[config.mk]
export PLATFORM = sky130hd
export DESIGN_NAME = axis_stream_sink
export DESIGN_NICKNAME = d
export VERILOG_FILES = /design/src/rtl/axis_stream_sink.sv
export SDC_FILE = /design/constraint.sdc
export NUM_CORES = 1
export LEC_CHECK = 0
export CAP_MARGIN = 0
export CORE_UTILIZATION = 60
export DETAILED_ROUTE_END_ITERATION = 8
export GPL_TIMING_DRIVEN = 0
export PLACE_DENSITY = 0.81
export SYNTH_ARGS = -nofsm -noshare
export SYNTH_HDL_FRONTEND = slang
export SYNTH_SLANG_ARGS = --single-unit
[constraint.sdc]
create_clock -name aclk -period 12.9 [get_ports aclk]
set_clock_uncertainty 0.05 [all_clocks]
set_input_delay 2.58 -clock aclk [delete_from_list [all_inputs] [get_ports aclk]]
set_output_delay 2.58 -clock aclk [all_outputs]
set_load 0.05 [all_outputs]
[src/rtl/axis_stream_sink.sv]
// AXI4-Stream receiver: masks and buffers beats in a FWFT FIFO, tracks TLAST framing and
// publishes per-packet byte count / XOR checksum plus running packet and byte totals.
module axis_stream_sink #(
  parameter int DATA_WIDTH = 32,
  parameter int FIFO_DEPTH = 16,
  parameter int CNT_WIDTH  = 32
) (
  input  logic                          aclk,
  input  logic                          aresetn,
  input  logic                          s_axis_tvalid,
  output logic                          s_axis_tready,
  input  logic [DATA_WIDTH-1:0]         s_axis_tdata,
  input  logic [DATA_WIDTH/8-1:0]       s_axis_tkeep,
  input  logic                          s_axis_tlast,
  input  logic                          rd_en,
  output logic                          rd_valid,
  output logic [DATA_WIDTH-1:0]         rd_data,
  output logic                          rd_last,
  output logic [$clog2(FIFO_DEPTH):0]   level,
  output logic                          pkt_done,
  output logic [15:0]                   pkt_bytes,
  output logic [DATA_WIDTH-1:0]         pkt_xsum,
  output logic [CNT_WIDTH-1:0]          pkt_cnt,
  output logic [CNT_WIDTH-1:0]          byte_cnt,
  output logic                          dbg_in_pkt
);

  localparam int KW = DATA_WIDTH / 8;
  localparam int PW = $clog2(FIFO_DEPTH);
  localparam int LW = PW + 1;
  localparam int BW = $clog2(KW) + 1;

  typedef enum logic {IDLE = 1'b0, IN_PKT = 1'b1} state_t;

  state_t                state_q, state_d;
  logic                  ready_en_q;
  logic [PW-1:0]         wr_ptr_q, wr_ptr_d, rd_ptr_q, rd_ptr_d;
  logic [LW-1:0]         level_q, level_d;
  logic [15:0]           acc_bytes_q, acc_bytes_d;
  logic [DATA_WIDTH-1:0] acc_xsum_q, acc_xsum_d;
  logic                  pkt_done_q, pkt_done_d;
  logic [15:0]           pkt_bytes_q, pkt_bytes_d;
  logic [DATA_WIDTH-1:0] pkt_xsum_q, pkt_xsum_d;
  logic [CNT_WIDTH-1:0]  pkt_cnt_q, pkt_cnt_d;
  logic [CNT_WIDTH-1:0]  byte_cnt_q, byte_cnt_d;
  logic [DATA_WIDTH:0]   mem_q [FIFO_DEPTH];

  logic [DATA_WIDTH-1:0] masked;
  logic [BW-1:0]         beat_bytes;
  logic [16:0]           sum_wide;
  logic [15:0]           sum_bytes;
  logic [DATA_WIDTH-1:0] sum_xsum;
  logic                  push, pop;
  logic [DATA_WIDTH:0]   head;

  // Handshake: a beat transfers on a rising edge with tvalid && tready; tready is a pure
  // function of registers (not of tvalid or rd_en), so a pop while full frees space one cycle later.
  assign s_axis_tready = ready_en_q && (level_q != LW'(FIFO_DEPTH));
  assign push          = s_axis_tvalid && s_axis_tready;
  assign rd_valid      = (level_q != '0);
  assign pop           = rd_en && rd_valid;
  assign head          = mem_q[rd_ptr_q];
  assign rd_data       = rd_valid ? head[DATA_WIDTH-1:0] : '0;
  assign rd_last       = rd_valid && head[DATA_WIDTH];
  assign level         = level_q;
  assign pkt_done      = pkt_done_q;
  assign pkt_bytes     = pkt_bytes_q;
  assign pkt_xsum      = pkt_xsum_q;
  assign pkt_cnt       = pkt_cnt_q;
  assign byte_cnt      = byte_cnt_q;
  assign dbg_in_pkt    = (state_q == IN_PKT);

  always_comb begin
    masked     = '0;
    beat_bytes = '0;
    for (int i = 0; i < KW; i++) begin
      if (s_axis_tkeep[i]) begin
        masked[8*i +: 8] = s_axis_tdata[8*i +: 8];
        beat_bytes       = beat_bytes + BW'(1);
      end
    end
  end

  always_comb begin
    wr_ptr_d = push ? wr_ptr_q + PW'(1) : wr_ptr_q;
    rd_ptr_d = pop  ? rd_ptr_q + PW'(1) : rd_ptr_q;
    level_d  = level_q;
    if (push && !pop)      level_d = level_q + LW'(1);
    else if (!push && pop) level_d = level_q - LW'(1);
  end

  // Storage carries no reset; rd_valid gates everything read from it.
  always_ff @(posedge aclk) begin
    if (push) mem_q[wr_ptr_q] <= {s_axis_tlast, masked};
  end

  // FSM state register
  always_ff @(posedge aclk or negedge aresetn) begin
    if (!aresetn) state_q <= IDLE;
    else          state_q <= state_d;
  end

  // FSM next state
  always_comb begin
    state_d = state_q;
    if (push) state_d = s_axis_tlast ? IDLE : IN_PKT;
  end

  // FSM outputs: accumulators and completion results
  always_comb begin
    sum_wide    = {1'b0, acc_bytes_q} + 17'(beat_bytes);
    sum_bytes   = (state_q == IDLE) ? 16'(beat_bytes)
                : (sum_wide[16] ? 16'hFFFF : sum_wide[15:0]);
    sum_xsum    = (state_q == IDLE) ? masked : (acc_xsum_q ^ masked);
    acc_bytes_d = acc_bytes_q;
    acc_xsum_d  = acc_xsum_q;
    pkt_done_d  = 1'b0;
    pkt_bytes_d = pkt_bytes_q;
    pkt_xsum_d  = pkt_xsum_q;
    pkt_cnt_d   = pkt_cnt_q;
    byte_cnt_d  = byte_cnt_q;
    if (push) begin
      acc_bytes_d = sum_bytes;
      acc_xsum_d  = sum_xsum;
      byte_cnt_d  = byte_cnt_q + CNT_WIDTH'(beat_bytes);
      if (s_axis_tlast) begin
        pkt_done_d  = 1'b1;
        pkt_bytes_d = sum_bytes;
        pkt_xsum_d  = sum_xsum;
        pkt_cnt_d   = pkt_cnt_q + CNT_WIDTH'(1);
      end
    end
  end

  always_ff @(posedge aclk or negedge aresetn) begin
    if (!aresetn) begin
      ready_en_q  <= 1'b0;
      wr_ptr_q    <= '0;
      rd_ptr_q    <= '0;
      level_q     <= '0;
      acc_bytes_q <= '0;
      acc_xsum_q  <= '0;
      pkt_done_q  <= 1'b0;
      pkt_bytes_q <= '0;
      pkt_xsum_q  <= '0;
      pkt_cnt_q   <= '0;
      byte_cnt_q  <= '0;
    end else begin
      ready_en_q  <= 1'b1;
      wr_ptr_q    <= wr_ptr_d;
      rd_ptr_q    <= rd_ptr_d;
      level_q     <= level_d;
      acc_bytes_q <= acc_bytes_d;
      acc_xsum_q  <= acc_xsum_d;
      pkt_done_q  <= pkt_done_d;
      pkt_bytes_q <= pkt_bytes_d;
      pkt_xsum_q  <= pkt_xsum_d;
      pkt_cnt_q   <= pkt_cnt_d;
      byte_cnt_q  <= byte_cnt_d;
    end
  end

endmodule

* After elaboration in Yosys (flattened, before gate mapping) *
Memories as Yosys holds them, arrays and structs flattened.
Index checks and enable logic that the tools add are counted.

word-level totals
  RAM bits = 528
  memories kept = 1
  flip-flop bits (word level) = 176
  logic and storage cells = 55
  bits in read-only memories = 0
  bits in latches = 0

memory list
  memory  words  width  read ports  clocked after memory_dff  write ports  RTL line  source
  mem_q   16     33     1           0                         1            46        logic [DATA_WIDTH:0] mem_q [FIFO_DEPTH];

cells by class
  shift-type cells = 0
  mux-type cells = 19
  add/subtract/negate cells = 10
  reductions and logical operators = 11
  multiply operators = 0
  eq/ne operators = 1
  bitwise gates (word level) = 1
  divide/modulo/power cells = 0
  magnitude comparators = 0

operator list
  kind                   number
  $mux 32                2
  $add 32x1->32 const B  1
  $add 32x3->32          1
  $mux 16                2
  $mux 8                 4
  $xor 32x32->32         1
  $add 16x3->17          1
  $mux 5                 2
  $add 3x1->3 const B    3
  $mux 3                 3
  $add 4x1->4 const B    2
  $logic_and 1x1->1      6
  $mux 1                 6
  $add 5x1->5 const B    1
  $ne 5x5->1 const B     1
  $reduce_bool 5->1      1
  $sub 5x1->5 const B    1
  $logic_not 1->1        2
  $reduce_and 2->1       1
  $reduce_bool 2->1      1

* Depth between registers and ports, before layout *
  depth after elaboration = 10
  depth in mapped cells = 14
  gate-level depth less buffers = 12

* Worst setup path after synthesis *
OpenSTA, ideal clock, no wires.

  kind = input to register
  start = input port s_axis_tvalid
  end = memory mem_q[0][0] (netlist bit) (enable)
  setup time = 0.464 ns
  path buffers = 3
  setup slack = 6.779 ns
  arrival = 5.607 ns
  stages = 7
  data required time = 12.386 ns
  cell sequence = o211ai_1 buf_4 inv_2 buf_2 buf_2 nand2_1 nor3_1

on the way
  longest elaborated chain between the ends = 3

RTL lines
  item                          RTL line  source
  start, declared               10        input logic s_axis_tvalid,
  $logic_and 1x1->1             59        assign push = s_axis_tvalid && s_axis_tready;
  $mux 1                        94        if (push) mem_q[wr_ptr_q] <= {s_axis_tlast, masked};
  $mux 1 (implied by the code)  94
  end, declared                 46

Every way passes these cells.

* Worst setup path after layout *
  start = register rd_ptr_q[1]
  end = output port rd_data[1]

on the way
  longest elaborated chain between the ends = 2

RTL lines
  item                    RTL line  source
  start, declared         37        logic [PW-1:0] wr_ptr_q, wr_ptr_d, rd_ptr_q, rd_ptr_d;
  start signal, assigned  151       rd_ptr_q <= rd_ptr_d;
  $mem_v2 16x33           --
  $mux 32                 63        assign rd_data = rd_valid ? head[DATA_WIDTH-1:0] : '0;
  end, declared           17        output logic [DATA_WIDTH-1:0] rd_data,

Every way passes these cells.

==> impl_metrics.toml <==
[timing]
post-route-period-util_pct = 56.7
max_freq_ghz = 0.137
final.min_clock_period_ns = 7.32
timing.final.ws_setup_ns = 5.58
tightest_slew_ns = 1.07
drv_slew = 0
setup_viol = 0
setup_tns_ns = 0
rsz0062_at_grt = "no"
max-slew-margin-rel_pct = 28.8
hold_viol_final = 0

[job]
cap_violations = 0

[cells_and_area]
drive_above_1_share_pct = 16.8
area_growth_pct = 19.0
fin_nets = 2091
num-fill-cells = 2783
final_util_pct = 72.4
diodes = 0
layout.cells.non_filler = 2696

[routing]
drt-initial-drc-count = 1752
dr.max_layer_used = "met4"
drt-vias-per-instance = 6.41
drtPass1Iterations = 5
wl_met2_mm = 37.9
wl_met1_mm = 27.0
num_vias = 17284
wl_mm = 74.3
wl_per_cell_um = 27.6
drc_errors = 0
ant_nets = 0
wl_met3_mm = 6.82

[clocking]
cts_resized = 0
clockBufferDepth = 3
clk_latency_ns = 0.60
cts.reportedPaths.clkPinSlew_ns = 0.07
cts_setup_buffers = 0
clock_sinks = 704
h-tree-depth = 3
cts_tree = "done"
cts_root_buffer = "clkbuf_16"
cts_inserted_buffers = 68
ctsHoldBuffers = 0

[logic_synthesis]
synth_seq_cells = 704
ys_seq_area_share_pct = 69.7
netlist_instances = 1734
synth_edf_count = 528
ys_top_cells_by_count = "edfxtp_1, dfrtp_1, mux4_2, nand2_1, a21oi_1"
syn-cell-area_sq_mm = 0.0291
synthTopCellsByArea = "edfxtp_1, dfrtp_1, mux4_2"
ys_async_sr_fraction_pct = 25.0
synth-main-ff-cell = "edfxtp_1"
ys_types = 51
syn-num-nets = 1798
synth.most_common_cell = "edfxtp_1"
synth_top_area_cell = "edfxtp_1"
yosysWarnings = 0
synth_top_area_share_pct = 54.6
syn_avg_cell_area_sq_um = 16.8

[floorplan]
die_area_sq_mm = 0.0493
rows = 80
io_pins = 195
die_y_um = 222
die_x_um = 222
floorplan.initialDensity_pct = 60.8
core_sq_mm = 0.0477

[place]
place_congestion = 0.872
pre_cts_slack_ns = 6.11
numPortBuffers = 194
hpwl_mm = 46.4
dp.cells = 2572

[power]
finalPower_mw = 7.80
ir_drop_mv = 0.170
p_leak_nw = 12.2
power.density_mw_per_mm2 = 226

[min_path]
hp-class = "flop to flop"

[grt]
grt_pass1_wl_mm = 111
grt_pass1_vias = 18043
grt_start_max_net_pins = 122
gr-total-overflow = 0
grt_use_total_pct = 30.8
antenna_found_initial = 0

[critical_path]
cp.required_ns = 10.27
worst_ep_arrival_time_ns = 4.69
worstPathMaxFanout = 10
end_kind = "output port"
cp-start-kind = "flop"
crit_type = "flop to output port"

[outcome]
status = "complete, no violations"
## worst paths after layout
kind                                 end         start  cells past startpoint  slack, ns
hold reg to reg             byte_cnt[31]  byte_cnt[31]                      1       0.43
hold / removal              byte_cnt[31]  byte_cnt[31]                      1       0.43
min in group asynchronous    pkt_cnt[11]       aresetn                      1       1.87
max in group asynchronous  acc_xsum_q[1]       aresetn                      2       9.95
setup reg to reg                level[4]      level[0]                     14       8.89
setup / recovery              rd_data[1]   rd_ptr_q[1]                      7       5.58
## flip-flops by register name, summed over array words and instances, names as in the netlist
signal	count
rd_ptr_q	4
byte_cnt	32
ready_en_q	1
pkt_xsum	32
pkt_cnt	32
wr_ptr_q	4
acc_xsum_q	32
acc_bytes_q	16
dbg_in_pkt	1
pkt_done	1
pkt_bytes	16
mem_q	528
level	5
## layer usage
metal | vias up | track usage (%)
met3 | 157 | 6.23
met2 | 970 | 51.9
li1 | 7207 | -
met4 | 0 | 12.5
met1 | 8950 | 39.4
met5 | - | 0
## metrics by stage
step | hold WS [ns] | cell area (sq um)
after CTS | 0.430 | 34600
after global placement | 0.414 | 31800
after global routing | 0.459 | 34600
after floorplan | 0.412 | 29100
final | 0.429 | 34600
after detailed placement | 0.411 | 32300
## where the power goes
| group | switching (mW) | internal (mW) |
|---|---|---|
| combinational | 1.80 | 1.16 |
| clock | 0.850 | 1.17 |
| sequential | 0.144 | 2.68 |
| total | 2.79 | 5.01 |
## area by class of cell
type | instances | area (sq um) | share of cell area, %
Inverter | 26 | 97.6 | 0.282
Tap cell | 615 | 769 | 2.23
Timing Repair Buffer | 223 | 2400 | 6.95
Buffer | 117 | 495 | 1.43
Clock inverter | 38 | 409 | 1.18
Sequential cell | 704 | 20300 | 58.6
Multi-Input combinational cell | 887 | 8310 | 24.0
Clock buffer | 86 | 1820 | 5.27
## critical path: stages (launching register included)
cell and delay (ns):
dfrtp_1 0.38, clkbuf_1 0.46, clkbuf_1 0.58, buf_1 0.76
mux4_2 0.46, mux4_2 0.48, and2_1 0.23, clkdlybuf4s50_1 0.72
## cell families after synthesis
logic type | share of synthesized area (%)
AOI/OAI and AO/OA | 3.47
adders and majority gates | 1.07
and+or+nand+nor | 6.19
muxes | 14.0
buffers and inverters | 2.04
xor gates and xnor gates | 3.47
DFF | 69.7
other | 0.0129
## cell usage in the layout, fill, tap and decap left out, drive strengths merged, types with 4 or more instances in the layout
master | Yosys | routed
clkdlybuf4s50 | 0 | 193
and3 | 9 | 9
ha | 20 | 20
xnor2 | 48 | 48
nand2b | 4 | 4
mux4 | 165 | 165
clkinv | 0 | 24
and4 | 12 | 12
buf | 38 | 68
nand4 | 18 | 18
and2 | 67 | 67
mux2i | 32 | 32
o211ai | 4 | 4
o21ai | 76 | 76
nand3 | 29 | 29
nor3 | 23 | 23
dfrtp | 176 | 176
a21oi | 86 | 86
nand2 | 137 | 137
bufinv | 0 | 8
xor2 | 67 | 67
inv | 26 | 30
nor2 | 45 | 45
clkbuf | 79 | 165
edfxtp | 528 | 528
nor4 | 6 | 6
Power figures use the tool's default switching activity.
